<file path="config.mk">
export PLATFORM = sky130hd
export DESIGN_NAME = mem_hex_dump
export DESIGN_NICKNAME = d
export VERILOG_FILES = /design/src/rtl/fidget_pkg.sv /design/src/rtl/hex_nibble_ascii.sv /design/src/rtl/mem_hex_dump.sv
export SDC_FILE = /design/constraint.sdc
export NUM_CORES = 1
export LEC_CHECK = 0
export ABC_CLOCK_PERIOD_IN_PS = 5600
export BUFFER_PORTS_ARGS = -buffer_cell sky130_fd_sc_hd__buf_2
export CAP_MARGIN = 15
export CORE_UTILIZATION = 40
export DETAILED_ROUTE_END_ITERATION = 8
export GPL_TIMING_DRIVEN = 1
export SETUP_SLACK_MARGIN = 0.15
export SYNTH_ARGS = -nofsm -noshare
export SYNTH_HDL_FRONTEND = slang
export SYNTH_SLANG_ARGS = --single-unit
</file>
<file path="constraint.sdc">
create_clock -name comm_clock -period 5.6 [get_ports comm_clock]
set_clock_uncertainty 0.05 [all_clocks]
set_input_delay 0 -clock comm_clock [delete_from_list [all_inputs] [get_ports comm_clock]]
set_output_delay 0 -clock comm_clock [all_outputs]
set_load 0.02 [all_outputs]
</file>
<file path="src/rtl/fidget_pkg.sv">
// Shared types and constants for the memory hex-dump engine:
// FSM state encoding, ASCII punctuation and hex-digit bases.
package fidget_pkg;

  typedef enum logic [3:0] {
    ST_IDLE   = 4'd0,
    ST_ADDR   = 4'd1,
    ST_COLON  = 4'd2,
    ST_READ   = 4'd3,
    ST_WAIT   = 4'd4,
    ST_SPACE  = 4'd5,
    ST_HI     = 4'd6,
    ST_LO     = 4'd7,
    ST_CR     = 4'd8,
    ST_LF     = 4'd9,
    ST_FINISH = 4'd10
  } state_t;

  localparam logic [7:0] ASC_COLON = 8'h3A;
  localparam logic [7:0] ASC_SPACE = 8'h20;
  localparam logic [7:0] ASC_CR    = 8'h0D;
  localparam logic [7:0] ASC_LF    = 8'h0A;
  localparam logic [7:0] ASC_ZERO  = 8'h30;
  localparam logic [7:0] ASC_A     = 8'h41;

  // States that present one character on the transmit interface.
  function automatic logic is_char_state(input state_t s);
    case (s)
      ST_ADDR, ST_COLON, ST_SPACE, ST_HI, ST_LO, ST_CR, ST_LF: return 1'b1;
      default: return 1'b0;
    endcase
  endfunction

endpackage

</file>
<file path="src/rtl/hex_nibble_ascii.sv">
// Combinational nibble-to-ASCII converter producing uppercase hex digits.
module hex_nibble_ascii
  import fidget_pkg::*;
(
  input  logic [3:0] i_nibble,
  output logic [7:0] o_ascii
);

  always_comb begin
    if (i_nibble < 4'd10) begin
      o_ascii = ASC_ZERO + {4'h0, i_nibble};
    end else begin
      o_ascii = ASC_A + {4'h0, i_nibble} - 8'd10;
    end
  end

endmodule

</file>
<file path="src/rtl/mem_hex_dump.sv">
// Reads a byte range from memory and streams it as ASCII hex-dump lines
// ("AAAA: BB BB ..\r\n") through a valid/ready character interface.
module mem_hex_dump
  import fidget_pkg::*;
#(
  parameter int unsigned BYTES_PER_LINE = 16
)
(
  input  logic        comm_clock,
  input  logic        reset_n,
  input  logic        start,
  input  logic [15:0] base_addr,
  input  logic [15:0] length,
  output logic        busy,
  output logic        done,
  output logic [15:0] mem_addr,
  output logic        mem_rd,
  input  logic [7:0]  mem_data,
  output logic [7:0]  tx_data,
  output logic        tx_valid,
  input  logic        tx_ready
);

  localparam logic [7:0] LINE_FULL = 8'(BYTES_PER_LINE);

  state_t      r_state;
  state_t      w_next;
  logic [15:0] r_addr;
  logic [15:0] r_line_addr;
  logic [15:0] r_remain;
  logic [7:0]  r_line_cnt;
  logic [7:0]  r_byte;
  logic [1:0]  r_digit;

  logic        r_busy;
  logic        r_done;
  logic        r_mem_rd;
  logic [15:0] r_mem_addr;
  logic        r_tx_valid;
  logic [7:0]  r_tx_data;

  logic        w_busy_nxt;
  logic        w_done_nxt;
  logic        w_mem_rd_nxt;
  logic [15:0] w_mem_addr_nxt;
  logic        w_tx_valid_nxt;
  logic [7:0]  w_tx_data_nxt;

  logic        w_fire;
  logic        w_more;
  logic [3:0]  w_nibble;
  logic [7:0]  w_hex;
  logic [7:0]  w_char;

  assign w_fire = r_tx_valid & tx_ready & is_char_state(r_state);
  assign w_more = (r_remain != 16'd0) && (r_line_cnt != LINE_FULL);

  // One converter serves both the address digits and the data digits.
  always_comb begin
    w_nibble = 4'h0;
    case (r_state)
      ST_HI:   w_nibble = r_byte[7:4];
      ST_LO:   w_nibble = r_byte[3:0];
      default: begin
        case (r_digit)
          2'd0:    w_nibble = r_line_addr[15:12];
          2'd1:    w_nibble = r_line_addr[11:8];
          2'd2:    w_nibble = r_line_addr[7:4];
          default: w_nibble = r_line_addr[3:0];
        endcase
      end
    endcase
  end

  hex_nibble_ascii u_hex (
    .i_nibble (w_nibble),
    .o_ascii  (w_hex)
  );

  always_comb begin
    w_char = 8'h00;
    case (r_state)
      ST_ADDR, ST_HI, ST_LO: w_char = w_hex;
      ST_COLON:              w_char = ASC_COLON;
      ST_SPACE:              w_char = ASC_SPACE;
      ST_CR:                 w_char = ASC_CR;
      ST_LF:                 w_char = ASC_LF;
      default:               w_char = 8'h00;
    endcase
  end

  always_ff @(posedge comm_clock) begin
    if (!reset_n) begin
      r_state <= ST_IDLE;
    end else begin
      r_state <= w_next;
    end
  end

  always_comb begin
    w_next = r_state;
    case (r_state)
      ST_IDLE: begin
        if (start) begin
          w_next = (length != 16'd0) ? ST_ADDR : ST_FINISH;
        end else begin
          w_next = ST_IDLE;
        end
      end
      ST_ADDR: begin
        if (w_fire && (r_digit == 2'd3)) begin
          w_next = ST_COLON;
        end else begin
          w_next = ST_ADDR;
        end
      end
      ST_COLON, ST_LO: begin
        if (w_fire) begin
          w_next = w_more ? ST_READ : ST_CR;
        end else begin
          w_next = r_state;
        end
      end
      ST_READ:  w_next = ST_WAIT;
      ST_WAIT:  w_next = ST_SPACE;
      ST_SPACE: w_next = w_fire ? ST_HI : ST_SPACE;
      ST_HI:    w_next = w_fire ? ST_LO : ST_HI;
      ST_CR:    w_next = w_fire ? ST_LF : ST_CR;
      ST_LF: begin
        if (w_fire) begin
          w_next = (r_remain != 16'd0) ? ST_ADDR : ST_FINISH;
        end else begin
          w_next = ST_LF;
        end
      end
      ST_FINISH: w_next = ST_IDLE;
      default:   w_next = ST_IDLE;
    endcase
  end

  // A character is loaded one cycle after entering its state and held until accepted.
  always_comb begin
    w_tx_valid_nxt = 1'b0;
    w_tx_data_nxt  = r_tx_data;
    if (is_char_state(r_state)) begin
      if (!r_tx_valid) begin
        w_tx_valid_nxt = 1'b1;
        w_tx_data_nxt  = w_char;
      end else if (tx_ready) begin
        w_tx_valid_nxt = 1'b0;
      end else begin
        w_tx_valid_nxt = 1'b1;
      end
    end else begin
      w_tx_valid_nxt = 1'b0;
    end
    w_mem_rd_nxt   = (w_next == ST_READ);
    w_mem_addr_nxt = (w_next == ST_READ) ? r_addr : r_mem_addr;
    w_busy_nxt     = (w_next != ST_IDLE);
    w_done_nxt     = (r_state == ST_FINISH);
  end

  always_ff @(posedge comm_clock) begin
    if (!reset_n) begin
      r_busy     <= 1'b0;
      r_done     <= 1'b0;
      r_mem_rd   <= 1'b0;
      r_mem_addr <= 16'h0000;
      r_tx_valid <= 1'b0;
      r_tx_data  <= 8'h00;
    end else begin
      r_busy     <= w_busy_nxt;
      r_done     <= w_done_nxt;
      r_mem_rd   <= w_mem_rd_nxt;
      r_mem_addr <= w_mem_addr_nxt;
      r_tx_valid <= w_tx_valid_nxt;
      r_tx_data  <= w_tx_data_nxt;
    end
  end

  // Address, byte and line bookkeeping; the address wraps naturally at 16 bits.
  always_ff @(posedge comm_clock) begin
    if (!reset_n) begin
      r_addr      <= 16'h0000;
      r_line_addr <= 16'h0000;
      r_remain    <= 16'h0000;
      r_line_cnt  <= 8'h00;
      r_byte      <= 8'h00;
      r_digit     <= 2'd0;
    end else begin
      case (r_state)
        ST_IDLE: begin
          if (start) begin
            r_addr      <= base_addr;
            r_line_addr <= base_addr;
            r_remain    <= length;
            r_line_cnt  <= 8'h00;
            r_digit     <= 2'd0;
          end
        end
        ST_ADDR: begin
          if (w_fire) begin
            r_digit <= r_digit + 2'd1;
          end
        end
        ST_READ: begin
          r_addr     <= r_addr + 16'd1;
          r_remain   <= r_remain - 16'd1;
          r_line_cnt <= r_line_cnt + 8'd1;
        end
        ST_WAIT: r_byte <= mem_data;
        ST_LF: begin
          if (w_fire) begin
            r_line_addr <= r_addr;
            r_line_cnt  <= 8'h00;
            r_digit     <= 2'd0;
          end
        end
        default: ;
      endcase
    end
  end

  assign busy     = r_busy;
  assign done     = r_done;
  assign mem_rd   = r_mem_rd;
  assign mem_addr = r_mem_addr;
  assign tx_valid = r_tx_valid;
  assign tx_data  = r_tx_data;

endmodule

</file>
==> out/qor.txt <==
Sink Count: 97
Via Count: 4,752
total CTS buffers: 9
synth top area cells: dfxtp_1, a21oi_1, nor2_1
Slew @ Worst Pin: 0.896 ns
fin crit share: 56.0%
Rel. slew slack: 40.3%
Core ar.: 12,000 µm²
Seq/Total Area, Yosys: 39.4%
final net count: 752
hold wc startpoint: length[6]
Cells after Synth: 611
drt pass-1 iters: 5
Root Buffer: clkbuf_16
fin crit period: 3.13 ns
Max Root-Sink Buffers: 2
# hold bufs at CTS: 39
EDFF count, synth: 0
top cells by count, synth: dfxtp_1, nor2_1, nand2_1
TNS Setup: 0 ns
post-synth top area share: 39.4%
Power Density: 259 nW/µm²
final WL: 13,300 µm
Synth Cell Area: 4930 µm²
Synth Area per Inst: 8.08 µm²
CP max stage delay: 0.78 ns
post-CTS setup buffer count: 0
Post-DP HPWL: 8910 µm
R2R depth: 6
hold path depth: 3
share of cells above drive strength 1: 14.5%
leakage: 0.00241 µW
vias per std cell: 5.60
Port Buffers: 70
row cnt: 40
crit path buf inv count: 0
count leader, synth: dfxtp_1
asr flop ratio synth: 0%
Critical Path Sink Type: flop
Yosys cell types: 64
CP cell instances: nand4bb_1 > nor3_1 > nand2_1 > o21a_1 > a221oi_1 > nor2_1
Final GP Congestion: 0.796
Worst Path Required: 5.76 ns
fill cell count: 1,176
IR drop worst, VDD: 172 µV
clock slew at reported path FFs: 0.07 ns
GRT Total Usage: 21.8%
H-tree depth: 3
antenna cell count: 0
WS Path Type: reg -> reg
DIE AREA: 12,800 µm²
Slew Viols, Final: 0
Top FF cell, synth: dfxtp_1
Die Wd: 113 µm
flop and latch count out of synthesis: 97
Iter 0 DRT Violations: 247
Post-CTS Resized: 0
Setup crit start kind: flop
max_cap viols: 0
wire per inst: 15.6 µm
TritonCTS clock tree: yes
Final Hold Fails: 0
unrepaired setup endpoints after global routing: no
final setup vio count: 0
vias in the first global route: 4,507
largest net degree at the start of global routing: 79
DRC: 0
Final ANT Viol Nets: 0
Hold Path End: r_remain[6]
reg2reg setup slack: 2.47 ns
syn nets: 666
grt total ovfl: 0
outcome: finished, final reports clean
worst min path class: in -> reg
initial core utilization: 41.1%
Skew-Pair Late Insertion Delay: 0.36 ns
initial antenna violation count: 0
synth-to-layout area growth: 22.3%
worst r2r src: r_state[0]
first-pass GRT wire length: 22,500 µm
Crit path arrival time: 3.30 ns
synth warn: 0
crit-path max FO: 19
hold slack: 0.0339 ns
Die Height: 113 µm
num ports: 72
delay-heaviest family, CP: simple AND/OR/NAND/NOR gates
reg2reg end: r_remain[7]
Peak Freq: 0.319 GHz
largest area contributor in the netlist: dfxtp_1
Worst path slowest cell: dfxtp_1
-- power by group --
| part | internal (µW) | switching (µW) | total, µW |
|---|---|---|---|
| combinational | 96.4 | 119 | 216 |
| sequential | 722 | 35.6 | 758 |
| clock | 305 | 283 | 589 |
| total | 1120 | 438 | 1560 |
-- worst max-delay path by stage --
stage                 from  cells after the start  slack [ns]          end
3_5_place_dp    r_state[0]                      6        2.50  r_remain[7]
3_3_place_gp    r_state[0]                      6        2.62  r_remain[7]
2_1_floorplan  r_remain[4]                      8        3.31         busy
6_report        r_state[0]                      6        2.47  r_remain[7]
4_1_cts         r_state[0]                      6        2.51  r_remain[7]
5_1_grt         r_state[0]                      6        2.16  r_remain[7]
-- layer usage --
layer  track usage [%]  share of wire, %
met1              30.3                49
met2              34.0                45
met3              3.91               4.4
met4              7.81               1.6
met5                 0                 0
-- flip-flops by register name (all words and copies together) (netlist names) --
name and cells:
mem_addr 16, r_addr 16, r_line_addr 16, r_remain 16, r_byte 8, r_line_cnt 8, tx_data 7, r_state 4
r_digit 2, busy 1, done 1, mem_rd 1, tx_valid 1
-- placed cells by master (no fill, tap or decap), types with 6 or more instances in the layout --
cell,netlist,routed
buf_2,4,70
ha_1,11,11
xor2_1,6,6
o211ai_1,14,14
or3_1,7,7
mux2i_1,26,26
a211oi_1,6,6
dlygate4sd3_1,0,39
nand4_1,10,10
a311oi_1,16,16
nor4_1,8,8
a31oi_1,10,10
nand2_1,74,74
nand3_1,11,11
a21oi_1,58,58
clkbuf_16,0,9
inv_1,18,17
nor3_1,22,22
nand2b_1,7,7
o21ai_0,22,22
nor2_1,77,77
dfxtp_1,97,97
-- tightest hold or removal path, cell delays in order --
cell      delay [ns]
buf_2           0.10
o2bb2a_1        0.23
a21oi_1         0.06
-- logic make-up (layout without fill, tap and decap cells) --
family,after synthesis,after routing,share of synthesized area [%]
buf+inv,58,149,4.82
xor+xnor,8,8,1.42
fa+ha+maj,11,11,2.79
flops,97,97,39.4
mux,28,28,5.73
simple gates,248,248,24.3
compound gates,160,160,21.6
other cells,1,1,0.0760
-- per-stage QoR --
step                instances  setup slack (ns)  cell area, µm²  util, %  power (µW)
floorplan                 611              3.31            4930        -         899
global placement          792              2.62            5340     44.5         958
detailed placement        792              2.50            5340     44.5         963
CTS                       847              2.51            6010     50.0        1570
global route              849              2.16            6040     50.3        1630
finish                    849              2.47            6040     50.3        1560
-- area by class of cell --
cell class / instances / area (µm²) / area share (%)
Multi-Input combinational cell: 456 / 2770 / 45.8
Sequential cell: 97 / 1940 / 32.2
Timing Repair Buffer: 115 / 801 / 13.3
Clock buffer: 9 / 225 / 3.73
Tap cell: 147 / 184 / 3.05
Inverter: 18 / 67.6 / 1.12
Clock inverter: 7 / 50.0 / 0.829
No activity file was read; power rests on OpenSTA's default activity.
